`src/rtl/display_ctrl.sv`:
```
// Front-end controller for the 7-digit effect display: debounced mode/frequency
// buttons and a STX..ETX framed UART loader that commits all 7 characters at once.
module display_ctrl #(
  parameter int unsigned DEBOUNCE_CYCLES = 1000000,
  parameter int unsigned NUM_EFFECTS     = 4,
  parameter int unsigned TIMEOUT_CYCLES  = 50000000
) (
  input  logic       clk,
  input  logic       rst,
  input  logic       btn_mode,
  input  logic       btn_freq,
  input  logic [7:0] rx_data,
  input  logic       rx_valid,
  output logic [6:0] char0,
  output logic [6:0] char1,
  output logic [6:0] char2,
  output logic [6:0] char3,
  output logic [6:0] char4,
  output logic [6:0] char5,
  output logic [6:0] char6,
  output logic [2:0] enable,
  output logic [1:0] frequency,
  output logic       load_done,
  output logic       load_err
);

  localparam int unsigned NUM_CHARS = 7;
  localparam int unsigned DB_W      = (DEBOUNCE_CYCLES > 1) ? $clog2(DEBOUNCE_CYCLES) : 1;
  localparam int unsigned TO_W      = (TIMEOUT_CYCLES > 1) ? $clog2(TIMEOUT_CYCLES) : 1;
  localparam logic [7:0]  STX       = 8'h02;
  localparam logic [7:0]  ETX       = 8'h03;
  localparam logic [6:0]  SPACE     = 7'h20;
  localparam logic [2:0]  LAST_IDX  = 3'(NUM_CHARS);
  localparam logic [2:0]  LAST_FX   = 3'(NUM_EFFECTS - 1);

  typedef enum logic {S_IDLE, S_LOAD} state_t;

  // ---------------------------------------------------------------------------
  // Button synchronise + debounce; bit 0 = mode, bit 1 = freq
  // ---------------------------------------------------------------------------
  logic [1:0]      w_btn_raw;
  logic [1:0]      w_press;
  logic [1:0]      r_sync1;
  logic [1:0]      r_sync2;
  logic [1:0]      r_deb;
  logic [1:0]      r_deb_q;
  logic [DB_W-1:0] r_db_cnt [2];

  assign w_btn_raw = {btn_freq, btn_mode};
  assign w_press   = r_deb & ~r_deb_q;

  always_ff @(posedge clk) begin
    if (rst) begin
      r_sync1 <= '0;
      r_sync2 <= '0;
      r_deb   <= '0;
      r_deb_q <= '0;
      for (int i = 0; i < 2; i++) r_db_cnt[i] <= '0;
    end else begin
      r_sync1 <= w_btn_raw;
      r_sync2 <= r_sync1;
      r_deb_q <= r_deb;
      for (int i = 0; i < 2; i++) begin
        if (r_sync2[i] != r_deb[i]) begin
          if (r_db_cnt[i] == DB_W'(DEBOUNCE_CYCLES - 1)) begin
            r_deb[i]    <= r_sync2[i];
            r_db_cnt[i] <= '0;
          end else begin
            r_db_cnt[i] <= r_db_cnt[i] + DB_W'(1);
          end
        end else begin
          r_db_cnt[i] <= '0;
        end
      end
    end
  end

  // Effect select and blink rate step once per debounced rising edge
  logic [2:0] r_enable;
  logic [1:0] r_frequency;

  always_ff @(posedge clk) begin
    if (rst) begin
      r_enable    <= 3'd0;
      r_frequency <= 2'b01;
    end else begin
      if (w_press[0]) r_enable <= (r_enable == LAST_FX) ? 3'd0 : r_enable + 3'd1;
      if (w_press[1]) r_frequency <= r_frequency + 2'd1;
    end
  end

  // ---------------------------------------------------------------------------
  // Frame loader: bytes collect in a shadow buffer, ETX copies it out in one cycle
  // ---------------------------------------------------------------------------
  state_t          r_state;
  logic [2:0]      r_idx;
  logic [6:0]      r_shadow [NUM_CHARS];
  logic [6:0]      r_char   [NUM_CHARS];
  logic [TO_W-1:0] r_to_cnt;
  logic            r_load_done;
  logic            r_load_err;
  logic            w_printable;

  assign w_printable = (rx_data >= 8'h20) && (rx_data <= 8'h7E);

  always_ff @(posedge clk) begin
    if (rst) begin
      r_state     <= S_IDLE;
      r_idx       <= 3'd0;
      r_to_cnt    <= '0;
      r_load_done <= 1'b0;
      r_load_err  <= 1'b0;
      for (int k = 0; k < NUM_CHARS; k++) begin
        r_shadow[k] <= SPACE;
        r_char[k]   <= SPACE;
      end
    end else begin
      r_load_done <= 1'b0;
      r_load_err  <= 1'b0;
      case (r_state)
        S_IDLE: begin
          r_to_cnt <= '0;
          if (rx_valid && (rx_data == STX)) begin
            r_state <= S_LOAD;
            r_idx   <= 3'd0;
            for (int k = 0; k < NUM_CHARS; k++) r_shadow[k] <= SPACE;
          end
        end
        S_LOAD: begin
          if (rx_valid) begin
            r_to_cnt <= '0;
            if (rx_data == ETX) begin
              for (int k = 0; k < NUM_CHARS; k++) r_char[k] <= r_shadow[k];
              r_load_done <= 1'b1;
              r_state     <= S_IDLE;
            end else if (rx_data == STX) begin
              r_idx <= 3'd0;
              for (int k = 0; k < NUM_CHARS; k++) r_shadow[k] <= SPACE;
            end else if (w_printable && (r_idx != LAST_IDX)) begin
              r_shadow[r_idx] <= rx_data[6:0];
              r_idx           <= r_idx + 3'd1;
            end else begin
              // overlong frame, control character or bit7 set
              r_load_err <= 1'b1;
              r_state    <= S_IDLE;
            end
          end else if (r_to_cnt == TO_W'(TIMEOUT_CYCLES - 1)) begin
            r_load_err <= 1'b1;
            r_to_cnt   <= '0;
            r_state    <= S_IDLE;
          end else begin
            r_to_cnt <= r_to_cnt + TO_W'(1);
          end
        end
        default: r_state <= S_IDLE;
      endcase
    end
  end

  assign char0     = r_char[0];
  assign char1     = r_char[1];
  assign char2     = r_char[2];
  assign char3     = r_char[3];
  assign char4     = r_char[4];
  assign char5     = r_char[5];
  assign char6     = r_char[6];
  assign enable    = r_enable;
  assign frequency = r_frequency;
  assign load_done = r_load_done;
  assign load_err  = r_load_err;

endmodule

```
`config.mk`:
```
export PLATFORM = sky130hd
export DESIGN_NAME = display_ctrl
export DESIGN_NICKNAME = d
export VERILOG_FILES = /design/src/rtl/display_ctrl.sv
export SDC_FILE = /design/constraint.sdc
export NUM_CORES = 1
export LEC_CHECK = 0
export BUFFER_PORTS_ARGS = -buffer_cell sky130_fd_sc_hd__buf_2
export CORE_MARGIN = 5
export CORE_UTILIZATION = 30
export DETAILED_ROUTE_END_ITERATION = 16
export GPL_TIMING_DRIVEN = 0
export SETUP_SLACK_MARGIN = 0.3
export SYNTH_ARGS = -nofsm -noshare
export SYNTH_HDL_FRONTEND = slang
export SYNTH_SLANG_ARGS = --single-unit
```
`constraint.sdc`:
```
create_clock -name clk -period 3 [get_ports clk]
set_clock_uncertainty 0.15 [all_clocks]
set_input_delay 0.15 -clock clk [delete_from_list [all_inputs] [get_ports clk]]
set_output_delay 0.15 -clock clk [all_outputs]
set_load 0.01 [all_outputs]
```
Word-level counts from Yosys, hierarchy flattened
Memories as Yosys holds them, arrays and structs flattened.
Index checks and enable logic that the tools add are counted.
- $add $sub $neg: 6
- $lt $le $gt $ge: 2
- equal/unequal tests: 13
- muxes and demuxes: 96
- bitwise operators: 30
- reduce and logical (&&, ||, !) cells: 8
- operator list (operator ; number):
    7-bit two-way mux ; 22
    20-bit two-way mux ; 6
    1-bit two-way mux ; 56
    26-bit two-way mux ; 2
    26-bit one-hot mux with 2 select lines ; 1
    20-bit by 1-bit adder with 20-bit output (second input constant) ; 2
    20-bit == test (second input constant) ; 2
    1-bit OR ; 27
    26-bit by 1-bit adder with 26-bit output (second input constant) ; 1
    26-bit == test (second input constant) ; 1
    3-bit two-way mux ; 7
    8-bit by 2-bit == test with 1-bit output (second input constant) ; 2
    8-bit by 6-bit >= comparator with 1-bit output (second input constant) ; 1
    8-bit by 7-bit less-or-equal comparator with 1-bit output (second input constant) ; 1
    7-bit OR reduction ; 1
    3-bit by 1-bit adder with 3-bit output (second input constant) ; 2
    2-bit inequality test (second input constant) ; 3
    3-bit one-hot mux with 2 select lines ; 1
    2-bit AND reduction ; 2
    4-bit AND reduction ; 1
    3-bit by 2-bit == test with 1-bit output (second input constant) ; 1
    1-bit logical AND ; 3
    3-bit by 1-bit inequality test with 1-bit output (second input constant) ; 1
    3-bit inequality test (second input constant) ; 1
    7 further kinds ; 8
- bits in registers: 45
- memory bits (writable): 138
- output and inout bits: 56
- word-level logic and storage cells: 170
- memories: 3
- memories (name ; words ; bits a word ; rd ports ; clocked after memory_dff ; wr ports ; RTL line ; source):
    r_char ; 7 ; 7 ; 7 ; 0 ; 7 ; 98 ; logic [6:0] r_char [NUM_CHARS];
    r_shadow ; 7 ; 7 ; 7 ; 0 ; 7 ; 97 ; logic [6:0] r_shadow [NUM_CHARS];
    r_db_cnt ; 2 ; 20 ; 2 ; 0 ; 2 ; 47 ; logic [DB_W-1:0] r_db_cnt [2];

Depth between registers and ports, before layout
- depth in word-level cells: 12
- gate-level depth with buffers: 8

Worst setup path after synthesis
OpenSTA, ideal clock, no wires.
- path kind: reg-to-reg
- start point: reg r_idx[0]
- end point: mem r_shadow[1][0], enable pin
- library setup time: 0.381 ns
- arrival: 2.224 ns
- required time: 2.469 ns
- setup slack: 0.245 ns
- cell stages (with the launch flop): 8
- path buffers: 1
- period minus slack after synthesis: 2.755 ns
- path through: dfxtp_1 -> ha_1 -> ha_1 -> nor2_1 -> o211ai_4 -> or4_1 -> clkbuf_1 -> o21ai_0
- RTL lines (element ; RTL line ; source):
    start, declared ; 96 ; logic [2:0] r_idx;
    start signal, assigned ; 141 ; r_idx <= r_idx + 3'd1;
    end, declared ; 97 ;

==> metrics.txt <==
GRT Total Usage a little over a tenth; outcome finished clean; #FFs+latches synth approximately 180; Total Wirelength 14.8 mm; Reg2Reg Setup Slack 0.36 ns; most common cell after layout, fill and taps aside edfxtp_1; clock sink total 183; CTS Root Buffer Type clkbuf_16; CP startpoint r_idx[0]; core area 25,300 µm²; die height 171 µm; Crit Path Max Fanout 8; initial antenna violation count 2; layout cell share with drive strength beyond 1 16.2%; Layout area overhead 21.2%; Placed Area 8660 µm²; RSZ-0062 raised after global routing true; first-pass GRT wire length 24.5 mm; highest-delay cell along the critical path dfxtp_1; GPL Wtd Cong a little under 0.8; filler cell count approximately 2,500; Worst Setup EP r_shadow[3][5]; CTS max path bufs 2; H-tree Lvls 4; minimum clock period roughly 2.6 ns; FF-to-FF path depth 7; CP peak stage delay approximately 0.4 ns; critical-path cell list ha_1 -> ha_1 -> nor2_2 -> o211ai_4 -> nor2_1 -> nand3_1 -> o21ai_4; Reg clk slew, reported paths 0.07 ns; # setup viols final 0; Util after Layout 37.0%; sequential share of the synthesized area 64.3%; RR Endpoint r_shadow[3][5]; gr ovfl total 0; Die ar. roughly 29,000 µm²; Main synth FF type edfxtp_1; Worst Max-Slew Pin Slew 0.817 ns; mean area per synthesized cell 11.9 µm²; Post-synth EDFFs approximately 130; Pre-Repair DR Iteration Count 4; routed vias 4,940; drt drc 0; Worst-Skew Late Latency 0.43 ns; CP dominant cell by count ha_1; NumNets Final 807; Final Max Slew Viols 0; Worst Setup End Kind register; initial DRC count 290; post-synth top area share 50.8%; Worst VDD drop 0.383 mV; cell area after synthesis slightly below 8000 µm²; die width 171 µm; area leader, netlist edfxtp_1; fin area ~9400 µm²; Min-Delay Path Class in -> reg; FFs w/ async S/R, synth 0%; Starting Density 30.6%; number of vias per cell 4.37; WP data required roughly 3.0 ns; CTS tree done; reg2reg start r_idx[0]; CP Class reg -> reg; Max-Cap Viols 0; Yosys cell types between 40 and 50; number of global-route vias before repair 4,831; detailed placement HPWL 10.5 mm; Inserted Clock Buffers 17; PwrDens 548 nW/µm²; pin count of the biggest net entering global routing 28; setup bufs post-CTS 0; Pleak 3.37 nW; row count 58; Slew headroom 45.3%; final count of hold timing violations 0; final period utilization 88.0%; Worst Path Arrival between 2 and 3 ns; Routed Antenna Nets 0; Ant. Diodes 0; Buffers on Ports 68; Startpoint Class register; WL/cell ~13 µm; Area contributors post-synth edfxtp_1 (51%), dfxtp_1 (13%), nor2_1 (5.5%); synthesis warning total 0; Fmax achieved 0.379 GHz; Mapped Cells 652; commonest cells after routing, fill and taps aside edfxtp_1 (131), nor2_1 (112), buf_2 (74); io pins 69
## final cells by class
type,instances,area (µm²),share of cell area [%]
Inverter,11,41.3,0.440
Clock inverter,15,156,1.67
Timing Repair Buffer,78,450,4.80
Buffer,22,98.8,1.05
Clock buffer,17,425,4.53
Tap cell,330,413,4.40
Multi-Input combinational cell,475,2820,30.1
Sequential cell,183,4970,53.0
## stage by stage
stage	hold WS, ns	setup TNS, ns	total power, mW	worst slack, ns	cells
2_1_floorplan	0.128	0	2.94	0.360	691
3_3_place_gp	0.227	-20.51	3.02	-0.371	1089
3_5_place_dp	0.232	-2.21	3.02	-0.162	1090
4_1_cts	0.0522	0	5.20	0.296	1131
5_1_grt	0.0557	0	5.33	0.213	1131
6_report	0.0498	0	5.14	0.360	1131
## critical path, delay by kind of cell, from the launching register on
family	cells	cell delay, ns
AO/OA/AOI/OAI	2	0.50
adder cells (fa/ha/maj)	2	0.43
AND/OR/NAND/NOR	3	0.84
flip-flops	1	0.40
## cell usage after synthesis (2+ instances only)
cell / count
or3_1: 3
a21o_1: 2
nand3_1: 39
edfxtp_1: 131
nand2b_1: 14
or4_1: 3
xor2_1: 43
nor4_4: 2
o21ai_0: 5
nand2_1: 26
nor3_1: 11
a22o_1: 3
dfxtp_1: 52
nor2b_1: 17
xnor2_1: 20
nor4b_1: 2
nor4_1: 6
ha_1: 6
mux2i_1: 4
nor2_1: 113
inv_1: 11
and4_1: 7
clkbuf_2: 3
and2_1: 41
nand4_1: 23
and3_1: 18
a21oi_1: 8
nand3b_1: 3
or2_2: 5
clkbuf_1: 11
buf_2: 6
## sequential cells by signal (all words and copies together) (netlist names)
register / count
r_deb: 2
frequency: 2
r_idx: 3
load_err: 1
r_deb_q: 2
r_sync2: 2
r_state: 1
enable: 3
r_sync1: 2
r_to_cnt: 26
load_done: 1
r_char: 49
r_shadow: 49
r_db_cnt: 40
## how the worst min path moves through the flow
stage	from	endpoint	slack [ns]	depth (start not counted)
2_1_floorplan	btn_mode	r_sync1[0]	0.13	1
3_3_place_gp	btn_mode	r_sync1[0]	0.23	2
3_5_place_dp	btn_mode	r_sync1[0]	0.23	2
4_1_cts	rx_valid	load_err	0.05	3
5_1_grt	rx_valid	load_err	0.06	3
6_report	rx_valid	load_err	0.05	3
## report_power, final
| part | internal (mW) | leakage (nW) | switching, mW |
|---|---|---|---|
| clock | 1.11 | 0.277 | 1.05 |
| sequential | 2.76 | 1.72 | 0.0357 |
| combinational | 0.0623 | 1.37 | 0.114 |
| total | 3.94 | 3.37 | 1.20 |
## cells by family after synthesis
family	share of synthesized area, %
buf+inv	1.79
flops	64.3
fa+ha+maj	0.970
compound gates	1.87
mux	0.663
xor+xnor	7.13
simple gates	23.3
other cells	0.0484
## per-layer routing
metal | part of all wire [%] | track usage, % | wire length, µm
met5 | 0.081 | 0 | 12
met4 | 1.5 | 4.10 | 220
met3 | 5.5 | 2.93 | 815
met2 | 47 | 17.1 | 6890
met1 | 46 | 13.7 | 6830
## repair_timing
action                                  in CTS  in global routing
hold buffers                                 9                  0
pin swaps                                    0                  1
hold endpoints to repair                    18                  0
endpoints found under the setup margin      36                 36
gates resized for setup                      9                  5
(Power assumes the default switching activity.)
